## config.mk

```make
export PLATFORM = sky130hd
export DESIGN_NAME = syscall_responder
export DESIGN_NICKNAME = d
export VERILOG_FILES = /design/src/rtl/syscall_responder.sv
export SDC_FILE = /design/constraint.sdc
export NUM_CORES = 1
export LEC_CHECK = 0
export CAP_MARGIN = 0
export CORE_ASPECT_RATIO = 1.5
export CORE_MARGIN = 8
export CORE_UTILIZATION = 35
export CTS_CLUSTER_DIAMETER = 200
export DETAILED_ROUTE_END_ITERATION = 8
export GPL_ROUTABILITY_DRIVEN = 0
export MAX_ROUTING_LAYER = met4
export PLACE_DENSITY = 0.57
export SLEW_MARGIN = 5
export SYNTH_ARGS = -nofsm -noshare
export SYNTH_HDL_FRONTEND = slang
export SYNTH_SLANG_ARGS = --single-unit
```

## constraint.sdc

```tcl
create_clock -name clk -period 6.2 [get_ports clk]
set_input_delay 1.24 -clock clk [delete_from_list [all_inputs] [get_ports clk]]
set_output_delay 1.24 -clock clk [all_outputs]
set_load 0.005 [all_outputs]
```

## src/rtl/syscall_responder.sv

```systemverilog
// Console-side syscall responder for requests issued from the MEM stage.
// Services print_int (v0=1), print_string (v0=4) and exit (v0=10). Strings are
// read word by word from data memory and streamed as ASCII bytes over a
// valid/ready channel. busy stays high while a request is in service.
//
// Ports:
//   clk, rst_n        clock, asynchronous active-low reset
//   sig_syscall       request strobe, sampled on the rising edge while idle
//   v0, a0            syscall code and argument (integer or string address)
//   busy              high whenever a request is in service
//   mem_addr          word-aligned data-memory read address (combinational read)
//   mem_read_data     big-endian word for mem_addr, byte 0 in [31:24]
//   char_out          ASCII character, held until accepted
//   char_valid        char_out is valid
//   char_ready        sink accepts char_out this cycle
//   sig_done          one-cycle completion pulse, also on aborts
//   sig_exit          sticky exit flag, cleared only by reset
//   sig_error         one-cycle abort pulse, coincident with sig_done
module syscall_responder #(
    parameter int unsigned MAX_CHARS = 256,
    parameter logic [31:0] MEM_LO    = 32'h7FF0_0000,
    parameter logic [31:0] MEM_HI    = 32'h7FFF_FFFF
) (
    input  logic        clk,
    input  logic        rst_n,
    input  logic        sig_syscall,
    input  logic [31:0] v0,
    input  logic [31:0] a0,
    output logic        busy,
    output logic [31:0] mem_addr,
    input  logic [31:0] mem_read_data,
    output logic [7:0]  char_out,
    output logic        char_valid,
    input  logic        char_ready,
    output logic        sig_done,
    output logic        sig_exit,
    output logic        sig_error
);
    localparam int unsigned CNT_W = $clog2(MAX_CHARS + 1);

    typedef enum logic [2:0] {IDLE, LOAD, EMIT_STR, EMIT_HEX, DONE} stateT;

    stateT            state, stateNext;
    logic [31:0]      ptr, ptrNext;
    logic [31:0]      hexArg, hexArgNext;
    logic [31:0]      wordBuf, wordBufNext;
    logic [CNT_W-1:0] count, countNext;
    logic [2:0]       nibIdx, nibIdxNext;
    logic             exitNext, abortNext;
    logic [7:0]       curByte, curNext, charNext;
    logic             validNext;
    logic [31:0]      memAddrNext;

    // Byte lane of a big-endian word: lane 0 is the most significant byte.
    function automatic logic [7:0] laneByte(input logic [31:0] w, input logic [1:0] lane);
        case (lane)
            2'd0:    return w[31:24];
            2'd1:    return w[23:16];
            2'd2:    return w[15:8];
            default: return w[7:0];
        endcase
    endfunction

    // Lowercase ASCII hex digit.
    function automatic logic [7:0] hexAscii(input logic [3:0] n);
        return (n < 4'd10) ? (8'(n) + 8'd48) : (8'(n) + 8'd87);
    endfunction

    // State and registered outputs; outputs are decoded from the next state so
    // they line up with the state they describe.
    always_ff @(posedge clk or negedge rst_n) begin
        if (!rst_n) begin
            state      <= IDLE;
            ptr        <= '0;
            hexArg     <= '0;
            wordBuf    <= '0;
            count      <= '0;
            nibIdx     <= '0;
            busy       <= 1'b0;
            mem_addr   <= '0;
            char_out   <= '0;
            char_valid <= 1'b0;
            sig_done   <= 1'b0;
            sig_exit   <= 1'b0;
            sig_error  <= 1'b0;
        end else begin
            state      <= stateNext;
            ptr        <= ptrNext;
            hexArg     <= hexArgNext;
            wordBuf    <= wordBufNext;
            count      <= countNext;
            nibIdx     <= nibIdxNext;
            busy       <= (stateNext != IDLE);
            mem_addr   <= memAddrNext;
            char_out   <= charNext;
            char_valid <= validNext;
            sig_done   <= (stateNext == DONE);
            sig_exit   <= exitNext;
            sig_error  <= (stateNext == DONE) && abortNext;
        end
    end

    // Next-state, datapath updates and next output values.
    always_comb begin
        stateNext   = state;
        ptrNext     = ptr;
        hexArgNext  = hexArg;
        wordBufNext = wordBuf;
        countNext   = count;
        nibIdxNext  = nibIdx;
        exitNext    = sig_exit;
        abortNext   = 1'b0;
        curByte     = laneByte(wordBuf, ptr[1:0]);

        case (state)
            IDLE: begin
                if (sig_syscall && !sig_exit) begin
                    hexArgNext = a0;
                    case (v0)
                        32'd1: begin
                            nibIdxNext = 3'd7;
                            stateNext  = EMIT_HEX;
                        end
                        32'd4: begin
                            ptrNext   = a0;
                            countNext = '0;
                            stateNext = LOAD;
                        end
                        32'd10: begin
                            exitNext  = 1'b1;
                            stateNext = DONE;
                        end
                        default: stateNext = DONE;
                    endcase
                end
            end
            LOAD: begin
                // A wrapped pointer also lands here and fails the range check.
                if ((ptr < MEM_LO) || (ptr > MEM_HI)) begin
                    abortNext = 1'b1;
                    stateNext = DONE;
                end else begin
                    wordBufNext = mem_read_data;
                    stateNext   = EMIT_STR;
                end
            end
            EMIT_STR: begin
                if (curByte == 8'h00) begin
                    stateNext = DONE;
                end else if (char_valid && char_ready) begin
                    ptrNext   = ptr + 32'd1;
                    countNext = count + CNT_W'(1);
                    if (countNext == CNT_W'(MAX_CHARS)) begin
                        abortNext = 1'b1;
                        stateNext = DONE;
                    end else if (ptrNext[1:0] == 2'b00) begin
                        stateNext = LOAD;
                    end
                end
            end
            EMIT_HEX: begin
                if (char_valid && char_ready) begin
                    if (nibIdx == 3'd0) stateNext = DONE;
                    else                nibIdxNext = nibIdx - 3'd1;
                end
            end
            DONE:    stateNext = IDLE;
            default: stateNext = IDLE;
        endcase

        // A NUL byte is never presented; EMIT_STR then just finishes.
        curNext   = laneByte(wordBufNext, ptrNext[1:0]);
        validNext = ((stateNext == EMIT_STR) && (curNext != 8'h00)) || (stateNext == EMIT_HEX);
        charNext  = 8'h00;
        if (stateNext == EMIT_HEX)
            charNext = hexAscii(hexArgNext[{nibIdxNext, 2'b00} +: 4]);
        else if (validNext)
            charNext = curNext;
        memAddrNext = (stateNext == LOAD) ? {ptrNext[31:2], 2'b00} : 32'h0;
    end
endmodule

```

======== Word-level counts from Yosys, hierarchy flattened ========
Index checks and enable logic that the tools add are counted.
cells by class
  multiplexer cells ....................... 40
  eq/ne operators ......................... 19
  order comparisons ....................... 3
  reductions and logical operators ........ 18
  shifts and indexed selects .............. 1
  $add $sub $neg .......................... 5
operator list
  operator               number
  $mux 32                9
  $pmux 32 s2            1
  $pmux 8 s3             2
  $mux 3                 12
  $mux 9                 4
  $add 32x1->32 const B  1
  $eq 32x1->1 const B    1
  $eq 32x3->1 const B    1
  $eq 32x4->1 const B    1
  $gt 32x31->1 const B   1
  $lt 32x31->1 const B   1
  $shiftx 32x6->4        1
  $mux 8                 3
  $pmux 9 s2             1
  $eq 3x2->1 const B     4
  $pmux 3 s2             2
  $pmux 3 s4             1
  $add 9x1->9 const B    1
  $eq 9x9->1 const B     1
  $add 4x7->8 const B    1
  $logic_not 8->1        1
  $reduce_bool 8->1      1
  $add 4x6->7 const B    1
  $eq 3x1->1 const B     2
  18 further kinds       32
word-level totals
  logic and storage cells ................. 99
  output and inout bits ................... 45
  input bits .............................. 100
  register bits after elaboration ......... 156

======== Logic depth before layout (Yosys ltp) ========
Gate-level depths: netlist of run 1.
  depth in word-level cells ............... 12
  mapped depth ............................ 14
  gate-level depth less buffers ........... 13

======== Worst setup path before layout of run 1 ========
No wires, ideal clock.
  path type ............................... input to register
  start point ............................. input port v0[20]
  end point ............................... register char_valid
  arrival time ............................ 3.344 ns
  path buffers ............................ 1
  data required time ...................... 6.067 ns
  setup slack ............................. 2.722 ns
  stages on the path ...................... 10
  setup time .............................. 0.133 ns
  cell sequence ........................... nor4_2 > nand4_1 > nor4_2 > a21oi_4 > a211oi_2 > buf_4 > o21ba_1 > a32o_1 > nor4b_2 > a31oi_1
between the ends
  word-level cells in the longest chain between the ends .. 9
  elaborated cells on any way between the ends .. 17
  classes of those cells .................. eq/ne (6); mux (7); reduce/logical (4)
RTL lines
  item                                line  source
  start: declaration                  27    input logic [31:0] v0,
  $eq 32x3->1                         119   case (v0)
  $mux 32                             119
  $mux 32                             117   if (sig_syscall && !sig_exit) begin
  $pmux 32 s2                         115   case (state)
  $eq 2x2->1 (tied with other cells)  56    case (lane)
  $pmux 8 s3                          56
  $reduce_bool 8->1                   173   validNext = ((stateNext == EMIT_STR) && (curNext != 8'h00)) || (stateNext == EMIT_HEX);
  $logic_and 1x1->1                   173
  $logic_or 1x1->1 *                  173
  named net validNext                 51    logic validNext;
  end signal: assignment              96    char_valid <= validNext;
  end: declaration                    33    output logic char_valid,
Mark *: on every way through the listed nets, which the timed path passes. The rest lies on a longest branch.
A chain may end at the register's enable or synchronous reset.

======== Final worst setup path of run 1 ========
  start point ............................. input port v0[20]
  end point ............................... register char_out[2]
between the ends
  word-level cells in the longest chain between the ends .. 11
  elaborated cells on any way between the ends .. 27
  classes of those cells .................. add/sub (2); order compare (1); eq/ne (6); shift (1); mux (13); reduce/logical (4)
RTL lines
  item                                                  line  source
  branches (longest 10 deep; another with $add 4x7->8)  -
  $mux 8 *                                              175   if (stateNext == EMIT_HEX)
  named net charNext[2]                                 50    logic [7:0] curByte, curNext, charNext;
  end signal: assignment                                95    char_out <= charNext;
  end: declaration                                      32    output logic [7:0] char_out,
Mark *: on every way through the listed nets, which the timed path passes.

==> flow_metrics.py, run 1 <==
metrics = {
    "sta": {
        "min_period_ns": 4.184,
        "fin_setup_tns_ns": 0,
        "finClkSkew_ns": 0.009997,
        "fmax_mhz": 239.0,
        "worst_pin_slew_ns": 1.147,
        "relSlewSlack_pct": 23.52,
        "period_share_pct": 67.48,
        "hold_violations": 0,
        "grt_setup_unrepaired": "no",
        "report.final.setup_viol": 0,
        "slew_viol_final": 0,
    },
    "synth": {
        "muxShareOfSynthArea_pct": 7.314,
        "synth_cell_types": 80,
        "yosys_warnings": 0,
        "ys_seq_area_share_pct": 47.43,
        "synthCells": 856,
        "synthXorXnorAreaFrac_pct": 0.5390,
        "synth-simple-area-share_pct": 25.72,
        "synth_compound_area_share_pct": 14.09,
        "ys_ff_latch": 154,
        "ys.flop_type": "dfrtp_1",
        "syn_area_per_cell_sq_um": 9.492,
        "synth_fa_ha_area_share_pct": 1.386,
        "syn-cell-area_sq_um": 8125,
        "async_flop_share_pct": 100.0,
        "synth_edf_count": 0,
        "synth_top_family_by_area": "simple AND/OR/NAND/NOR gates",
    },
    "grt": {
        "grt.total_usage_pct": 19.01,
        "use_met1_pct": 19.99,
        "busiest_layer": "met2",
        "gr-usage-met2_pct": 33.31,
        "first_global_vias": 7187,
        "grt_max_degree": 98,
        "grtUsageMet3_pct": 3.621,
        "grt_pass1_wl_mm": 40.50,
        "grt_overflow": 0,
        "antenna_found_initial": 1,
    },
    "clock_tree": {
        "cts.clk_slew.worst_paths_ns": 0.06,
        "postCtsHoldBufs": 0,
        "h-tree-depth": 4,
        "cts_root_buf": "clkbuf_16",
        "cts-resized-gates": 0,
        "clkLatencyLatePin_ns": 0.43,
        "post_cts_buffers": 0,
        "cts_tree": "done",
        "clock_path_buffers": 2,
        "cts_buffers": 17,
        "clkSinkCount": 154,
    },
    "floorplanning": {
        "start_util_pct": 35.50,
        "die_h_um": 202.6,
        "num_rows": 68,
        "die_width_um": 140.4,
        "dieArea_sq_um": 28450,
        "top_level_ports": 145,
        "core_sq_um": 22890,
    },
    "worst_setup_path": {
        "crit_buf_inv": 1,
        "crit_fanout": 20,
        "crit_slowest_cell": "nand3_1",
        "cp_slowest_stage_delay_ns": 0.52,
        "crit_family": "simple AND/OR/NAND/NOR gates",
        "cp-end-kind": "flop",
        "path_cells": "clkdlybuf4s50_1 -> nor4_2 -> and4_1 -> nand3_1 -> and2_1 -> o32ai_2 -> mux2i_2 -> a21oi_2 -> mux2i_1 -> o311ai_1",
        "worstPathRequired_ns": 6.49,
        "cp.arrival_ns": 4.48,
        "start_kind": "input port",
        "critPathKind": "in2reg",
    },
    "drt": {
        "first_pass_iters": 5,
        "drc": 0,
        "drt_iter0_markers": 441,
        "vias": 6931,
        "routed_wl_mm": 26.16,
        "via_per_inst": 5.423,
        "post_drt_wl_per_cell_um": 20.47,
        "ant_nets": 0,
    },
    "final_layout": {
        "regArea_sq_um": 3854,
        "finish.utilization_pct": 45.07,
        "multi_input_area_sq_um": 3993,
        "layout_common_cells": "nand2_1, dfrtp_1, clkdlybuf4s50_1, nor2_1, nand3_1",
        "final_layout_size_suffix_gt1_share_pct": 10.93,
        "final_nets": 1093,
        "fillers": 2154,
        "areaGrowthSynthToFinish_pct": 26.95,
        "final_common_cell": "nand2_1",
    },
    "run": {
        "cap_violations": 0,
    },
    "placement": {
        "dp_hpwl_mm": 20.02,
        "port_buffers": 142,
    },
    "status": {
        "status": "finished, final reports clean",
    },
    "pwr": {
        "p_leak_nw": 4.389,
        "irDropWorstVdd_mv": 0.2193,
        "p_per_area_nw_per_um2": 284.4,
    },
    "worst_hold_path": {
        "hp-class": "reg2reg",
    },
}
==> report_power, final <==
part / internal [mW] / total (mW) / switching (mW)
registers: 1.15 / 1.25 / 0.103
logic: 0.306 / 0.666 / 0.360
clock network: 0.579 / 1.02 / 0.436
==> through the flow <==
step / worst slack, ns / total power, mW / hold WS [ns] / cells / area (sq um)
finish: 2.016 / 2.934 / 0.4763 / 1278 / 10310
global route: 1.689 / 3.075 / 0.5072 / 1278 / 10310
CTS: 2.031 / 2.964 / 0.4762 / 1277 / 10310
detailed placement: 1.571 / 1.932 / 0.4595 / 1245 / 9739
global placement: 1.614 / 1.925 / 0.4547 / 1245 / 9739
floorplan: 2.722 / 1.669 / 0.4401 / 857 / 8129
==> layer usage <==
metal  wire length, um  share of wire [%]
met1             10130                 39
met2             13790                 53
met3              1084                4.1
met4              1149                4.4
met5                 0                  0
==> cells in the mapped netlist (5+ instances only) <==
library cell	count	area (sq um)
nand2_1	162	608.1
dfrtp_1	154	3854
nor2_1	68	255.2
nand3_1	42	210.2
a21oi_1	40	200.2
o21ai_0	31	155.2
mux2_2	29	326.6
nor3_1	27	135.1
mux2i_1	24	240.2
and2_1	20	125.1
clkbuf_1	19	71.32
and3_1	18	112.6
o22ai_1	15	93.84
nor4_1	14	87.58
inv_1	13	48.80
nand4_1	13	81.33
buf_2	9	45.04
ha_1	9	112.6
nor4_2	9	112.6
buf_4	7	52.55
o22a_1	7	61.31
o211ai_1	6	45.04
or3_1	6	37.54
a31oi_1	5	31.28
and4_1	5	43.79
nand2b_1	5	31.28
nor2b_1	5	31.28
o31ai_1	5	37.54
==> tightest hold or removal path: stages, from the launching register on <==
cell and delay (ns):
dfrtp_1 0.32, nand2_1 0.05, nand2_1 0.07
==> flip-flops by register name (all words and copies together) (netlist names) <==
register	count
hexArg	32
sig_done	1
state	3
char_out	8
mem_addr	30
busy	1
sig_error	1
ptr	32
wordBuf	32
count	9
char_valid	1
nibIdx	3
sig_exit	1
==> worst paths after layout <==
check                      slack, ns  cells past startpoint          end      start
hold / removal                  0.48                      2    hexArg[0]  hexArg[0]
setup / recovery                2.02                     10  char_out[2]     v0[20]
setup reg to reg                2.40                      8   char_valid    ptr[22]
max in group asynchronous       4.05                      2  wordBuf[24]      rst_n
min in group asynchronous       0.87                      1  mem_addr[9]      rst_n
hold reg to reg                 0.48                      2    hexArg[0]  hexArg[0]
==> logic make-up (layout without fill, tap and decap cells) <==
group	after synthesis	after routing
AND/OR/NAND/NOR	414	414
adder cells (fa/ha/maj)	9	9
other	1	3
flip-flops	154	154
buffers and inverters	57	197
AO/OA/AOI/OAI	161	161
multiplexers	55	55
XOR/XNOR	5	5
==> layout make-up <==
cell class / instances / area share, %
Tap cell: 280 / 3.396
Multi-Input combinational cell: 646 / 38.71
Clock buffer: 21 / 4.464
Inverter: 14 / 0.5095
Clock inverter: 11 / 1.092
Sequential cell: 154 / 37.36
Antenna cell: 1 / 0.02426
Timing Repair Buffer: 151 / 14.45
No activity file was read; power rests on OpenSTA's default activity.
==> run 2, diff against run 1 <==
--- a/config.mk
+++ b/config.mk
@@ -13,7 +13,7 @@
 export DETAILED_ROUTE_END_ITERATION = 8
 export GPL_ROUTABILITY_DRIVEN = 0
 export MAX_ROUTING_LAYER = met4
-export PLACE_DENSITY = 0.57
+export PLACE_DENSITY = 0.59
 export SLEW_MARGIN = 5
 export SYNTH_ARGS = -nofsm -noshare
 export SYNTH_HDL_FRONTEND = slang
==> constraint.sdc (replaced) <==
create_clock -name clk -period 3.8 [get_ports clk]
set_input_delay 0.76 -clock clk [delete_from_list [all_inputs] [get_ports clk]]
set_output_delay 0.76 -clock clk [all_outputs]
set_load 0.005 [all_outputs]
==> flow_metrics.py, run 2 (synthesized netlist as in run 1, its figures left out) <==
metrics = {
    "status": {
        "status": "finished, final reports clean",
    },
    "drt": {
        "routed_wl_mm": 26.35,
        "drc": 0,
        "vias": 7102,
        "post_drt_wl_per_cell_um": 20.02,
        "via_per_inst": 5.397,
        "ant_nets": 0,
        "first_pass_iters": 7,
        "drt_iter0_markers": 403,
    },
    "grt": {
        "first_global_vias": 7499,
        "grt.total_usage_pct": 19.55,
        "grt_overflow": 0,
        "grt_pass1_wl_mm": 41.44,
        "antenna_found_initial": 0,
        "grt_max_degree": 67,
    },
    "sta": {
        "hold_violations": 0,
        "worst_pin_slew_ns": 0.5977,
        "period_share_pct": 90.35,
        "setup_slack_ns": 0.3665,
        "slew_viol_final": 0,
        "min_period_ns": 3.433,
        "fmax_mhz": 291.3,
        "report.final.setup_viol": 0,
        "grt_setup_unrepaired": "no",
        "relSlewSlack_pct": 60.15,
        "timing.hold.ws_ns": 0.2645,
        "finClkSkew_ns": 0.01226,
    },
    "worst_setup_path": {
        "cp.arrival_ns": 3.73,
        "start_kind": "input port",
        "crit_buf_inv": 2,
        "critPathKind": "in2reg",
        "worstPathRequired_ns": 4.10,
        "crit_family": "simple AND/OR/NAND/NOR gates",
        "cp_slowest_stage_delay_ns": 0.53,
        "crit_slowest_cell": "a211oi_2",
        "path_cells": "clkdlybuf4s50_1 -> nor4_2 -> nand4_1 -> nor4_2 -> buf_4 -> a21oi_4 -> a211oi_2 -> o21ba_1 -> a32o_1 -> nor4b_2 -> a31oi_1",
        "cp-end-kind": "flop",
        "regToRegSetupSlack_ns": 0.49,
        "crit_top_cell": "nor4_2",
        "crit_fanout": 10,
    },
    "floorplanning": {
        "dieArea_sq_um": 28450,
        "top_level_ports": 145,
        "die_width_um": 140.4,
        "die_h_um": 202.6,
        "num_rows": 68,
        "start_util_pct": 35.50,
        "core_sq_um": 22890,
    },
    "worst_hold_path": {
        "hp-class": "in2async",
    },
    "final_layout": {
        "areaGrowthSynthToFinish_pct": 31.00,
        "layout_common_cells": "nand2_1, dfrtp_1, clkdlybuf4s50_1, nor2_1, buf_4",
        "fillers": 2191,
        "top_regs": "hexArg: 32 flops, ptr: 32 flops, wordBuf: 32 flops",
        "final_common_cell": "nand2_1",
        "n_antenna_cell": 0,
        "final_layout_size_suffix_gt1_share_pct": 14.38,
        "final_nets": 1132,
    },
    "clock_tree": {
        "cts_buffers": 17,
        "postCtsHoldBufs": 0,
        "cts_root_buf": "clkbuf_16",
        "post_cts_buffers": 0,
        "cts-resized-gates": 0,
        "clkLatencyLatePin_ns": 0.43,
        "cts_tree": "done",
        "h-tree-depth": 4,
        "cts.clk_slew.worst_paths_ns": 0.06,
        "clock_path_buffers": 2,
        "clkSinkCount": 154,
    },
    "pwr": {
        "p_leak_nw": 4.600,
        "switching_power_mw": 1.486,
        "internal_power_mw": 3.367,
        "irDropWorstVdd_mv": 0.3317,
        "p_seq_share_pct": 42.1,
        "p_per_area_nw_per_um2": 455.9,
        "p_comb_share_pct": 23.8,
        "p_sw_share_pct": 30.63,
        "pwr-share-clk_pct": 34.0,
    },
    "placement": {
        "port_buffers": 142,
        "dp_hpwl_mm": 20.85,
        "place_ws_ns": -0.05346,
    },
    "run": {
        "cap_violations": 0,
    },
}
run 2: worst register-to-register path: stages, from the launching register on:
cell and delay (ns):
dfrtp_1 0.49, nand4_1 0.17, nor4_1 0.51, buf_4 0.21
and3_1 0.54, buf_4 0.30, nand2_1 0.07, nand2_1 0.12
mux2i_1 0.10, buf_4 0.14, mux2_2 0.28, nor2b_1 0.14
a31oi_1 0.17
run 2: path summary, 6_finish.rpt:
path | startpoint | end | cells past startpoint
setup reg to reg | ptr[22] | char_valid | 12
min in group clk | hexArg[0] | hexArg[0] | 2
setup / recovery | v0[14] | char_valid | 11
hold reg to reg | hexArg[0] | hexArg[0] | 2
max in group asynchronous | rst_n | ptr[16] | 2
hold / removal | rst_n | mem_addr[28] | 1
run 2: metrics by stage:
step / power [mW] / utilization, % / setup TNS (ns) / cells / instance area (sq um)
6_report: 4.853 / 46.51 / 0 / 1316 / 10640
3_5_place_dp: 3.225 / 44.00 / -0.05346 / 1284 / 10070
2_1_floorplan: 2.723 / - / 0 / 857 / 8129
4_1_cts: 4.897 / 46.51 / 0 / 1316 / 10640
3_3_place_gp: 3.202 / 44.00 / 0 / 1284 / 10070
5_1_grt: 5.119 / 46.51 / 0 / 1316 / 10640
run 2: power by group through the flow:
stage	clock [mW]	combinational (mW)	sequential, mW
2_1_floorplan	0	0.697	2.03
3_3_place_gp	0	1.14	2.06
3_5_place_dp	0	1.16	2.07
4_1_cts	1.69	1.16	2.04
5_1_grt	1.77	1.27	2.07
6_report	1.65	1.16	2.04
run 2: layout make-up:
class                   count  area (sq um)  area share, %
inverters                  14         52.55         0.4937
multi-input cells         646          3993          37.51
clock inverters            12         117.6          1.105
clock buffers              20         456.7          4.291
well taps                 280         350.3          3.291
repair buffers            190          1821          17.10
flip-flops and latches    154          3854          36.21
run 2: routing by layer:
metal	track usage, %	wire length (um)	vias up
met5	-	0	-
met4	11.21	1376	0
met3	3.221	1171	61
met2	33.97	13750	253
met1	20.72	10050	3382
li1	-	-	3406
==> run 3, diff against run 2 <==
--- a/config.mk
+++ b/config.mk
@@ -7,7 +7,7 @@
 export LEC_CHECK = 0
 export CAP_MARGIN = 0
 export CORE_ASPECT_RATIO = 1.5
-export CORE_MARGIN = 8
+export CORE_MARGIN = 2
 export CORE_UTILIZATION = 35
 export CTS_CLUSTER_DIAMETER = 200
 export DETAILED_ROUTE_END_ITERATION = 8
==> constraint.sdc (replaced) <==
create_clock -name clk -period 2.89 [get_ports clk]
set_input_delay 0.578 -clock clk [delete_from_list [all_inputs] [get_ports clk]]
set_output_delay 0.578 -clock clk [all_outputs]
set_load 0.005 [all_outputs]
==> flow_metrics.py, run 3 (synthesized netlist as in run 1, its figures left out) <==
metrics = {
    "final_layout": {
        "top_regs": "hexArg: 32 flops, ptr: 32 flops, wordBuf: 32 flops",
        "final_nets": 1251,
        "n_antenna_cell": 0,
        "areaGrowthSynthToFinish_pct": 48.52,
        "design_area_sq_um": 12070,
        "layout_common_cells": "nand2_1, dfrtp_1, buf_4, clkdlybuf4s50_1, nor2_1",
        "final_common_cell": "nand2_1",
        "final_layout_size_suffix_gt1_share_pct": 27.36,
    },
    "status": {
        "violations": "setup timing",
        "status": "finished, violations left",
    },
    "run": {
        "cap_violations": 0,
    },
    "worst_setup_path": {
        "cp-end-kind": "flop",
        "crit_top_cell": "buf_4",
        "crit_fanout": 7,
        "timing.rr.end": "char_valid",
        "worstRegToRegCells": 12,
        "crit_slowest_cell": "clkdlybuf4s50_1",
        "r2r-start": "ptr[1]",
        "cp.arrival_ns": 3.21,
        "worstPathRequired_ns": 3.19,
        "regToRegSetupSlack_ns": -0.02,
        "critPathKind": "in2reg",
        "path_cells": "clkdlybuf4s50_1 -> buf_4 -> and2_1 -> and3_1 -> buf_4 -> a21oi_4 -> a211oi_4 -> o21ba_4 -> a32o_2 -> nor4b_2 -> a31oi_1",
        "cp_slowest_stage_delay_ns": 0.53,
        "start_kind": "input port",
    },
    "grt": {
        "grt_max_degree": 80,
        "first_global_vias": 7635,
        "grt.total_usage_pct": 23.37,
        "grt_pass1_wl_mm": 41.65,
        "antenna_found_initial": 0,
        "grt_overflow": 0,
    },
    "sta": {
        "setup_slack_ns": -0.01768,
        "report.final.setup_viol": 1,
        "period_share_pct": 100.6,
        "worst_pin_slew_ns": 0.7684,
        "finClkSkew_ns": 0.01376,
        "fmax_mhz": 343.9,
        "fin_setup_tns_ns": -0.01768,
        "min_period_ns": 2.908,
        "slew_viol_final": 0,
        "hold_violations": 0,
        "grt_setup_unrepaired": "yes",
        "relSlewSlack_pct": 48.78,
    },
    "floorplanning": {
        "num_rows": 68,
        "die_width_um": 128.4,
        "dieArea_sq_um": 24480,
        "start_util_pct": 35.50,
        "die_h_um": 190.6,
        "top_level_ports": 145,
        "core_sq_um": 22890,
    },
    "drt": {
        "post_drt_wl_per_cell_um": 19.52,
        "vias": 7715,
        "via_per_inst": 5.376,
        "drt_iter0_markers": 513,
        "ant_nets": 0,
        "first_pass_iters": 6,
        "routed_wl_mm": 28.02,
        "drc": 0,
    },
    "clock_tree": {
        "postCtsHoldBufs": 0,
        "cts_tree": "done",
        "h-tree-depth": 4,
        "clock_path_buffers": 2,
        "cts_root_buf": "clkbuf_16",
        "cts_buffers": 17,
        "clkSinkCount": 154,
        "clkLatencyLatePin_ns": 0.43,
        "cts.clk_slew.worst_paths_ns": 0.06,
    },
    "pwr": {
        "p_leak_nw": 5.494,
        "irDropWorstVdd_mv": 0.4533,
        "p_per_area_nw_per_um2": 578.1,
        "power_mw": 6.977,
    },
    "placement": {
        "dp_hpwl_mm": 21.39,
        "placed_area_sq_um": 10810,
        "place_ws_ns": -0.6705,
        "port_buffers": 142,
    },
    "worst_hold_path": {
        "hp-class": "in2async",
    },
}
[run 3: cell types whose count changed in the layout (fill, tap and decap cells not counted), sizes merged, moves of 2 or more]
| cell | previous run | this run |
|---|---|---|
| dlymetal6s2s | 0 | 12 |
| clkdlybuf4s50 | 141 | 113 |
| inv | 16 | 14 |
| dlygate4sd2 | 0 | 15 |
| buf | 49 | 166 |
| clkbuf | 20 | 24 |
[run 3: worst max path at each step]
| stage | start | endpoint | slack, ns | cells after the start |
|---|---|---|---|---|
| finish | char_ready | char_valid | -0.02 | 11 |
| global route | wordBuf[19] | char_valid | -0.09 | 12 |
| CTS | count[0] | mem_addr[9] | 0.004 | 11 |
| detailed placement | v0[27] | char_valid | -0.67 | 12 |
| global placement | v0[20] | char_valid | -0.63 | 12 |
| floorplan | ptr[0] | mem_addr[30] | 0.0003 | 11 |
[run 3: report_power, final]
part	switching [mW]	internal, mW	leakage (nW)
registers	0.200	2.47	1.86
clock network	0.924	1.34	0.286
logic	0.987	1.06	3.35
total	2.11	4.87	5.49
[run 3: area by class of cell]
type	instances	area [sq um]
clock buffers	22	474.2
clock inverters	10	116.4
fillers	2079	10820
inverters	14	65.06
multi-input cells	646	4377
flip-flops and latches	154	3855
well taps	280	350.3
repair buffers	309	2830
[run 3: per-layer routing]
metal / vias up / GRT usage (%) / part of all wire (%)
met1: 3708 / 24.82 / 37
met2: 277 / 41.24 / 53
met3: 85 / 3.732 / 4.3
li1: 3645 / - / -
met5: - / - / 0
met4: 0 / 12.64 / 5.7
[run 3: stage by stage]
step / utilization [%] / std cells / hold WS, ns
2_1_floorplan: - / 857 / 0.2824
3_3_place_gp: 47.23 / 1381 / 0.4613
3_5_place_dp: 47.23 / 1381 / 0.4596
4_1_cts: 50.41 / 1419 / 0.2087
5_1_grt: 52.73 / 1435 / 0.2356
6_report: 52.73 / 1435 / 0.1679
[run 3: timing repair]
item / in CTS / in global routing
endpoints found under the hold margin: 0 / 0
endpoints found under the setup margin: 35 / 44
gates resized for setup: 37 / 89
pin swaps: 17 / 42
cloned: 0 / 3
setup buffers: 7 / 13
[run 3: worst max-delay path, delay by kind of cell]
| kind | cells | cell delay [ns] |
|---|---|---|
| simple gates | 3 | 0.74 |
| compound gates | 5 | 1.02 |
| buf+inv | 3 | 0.85 |
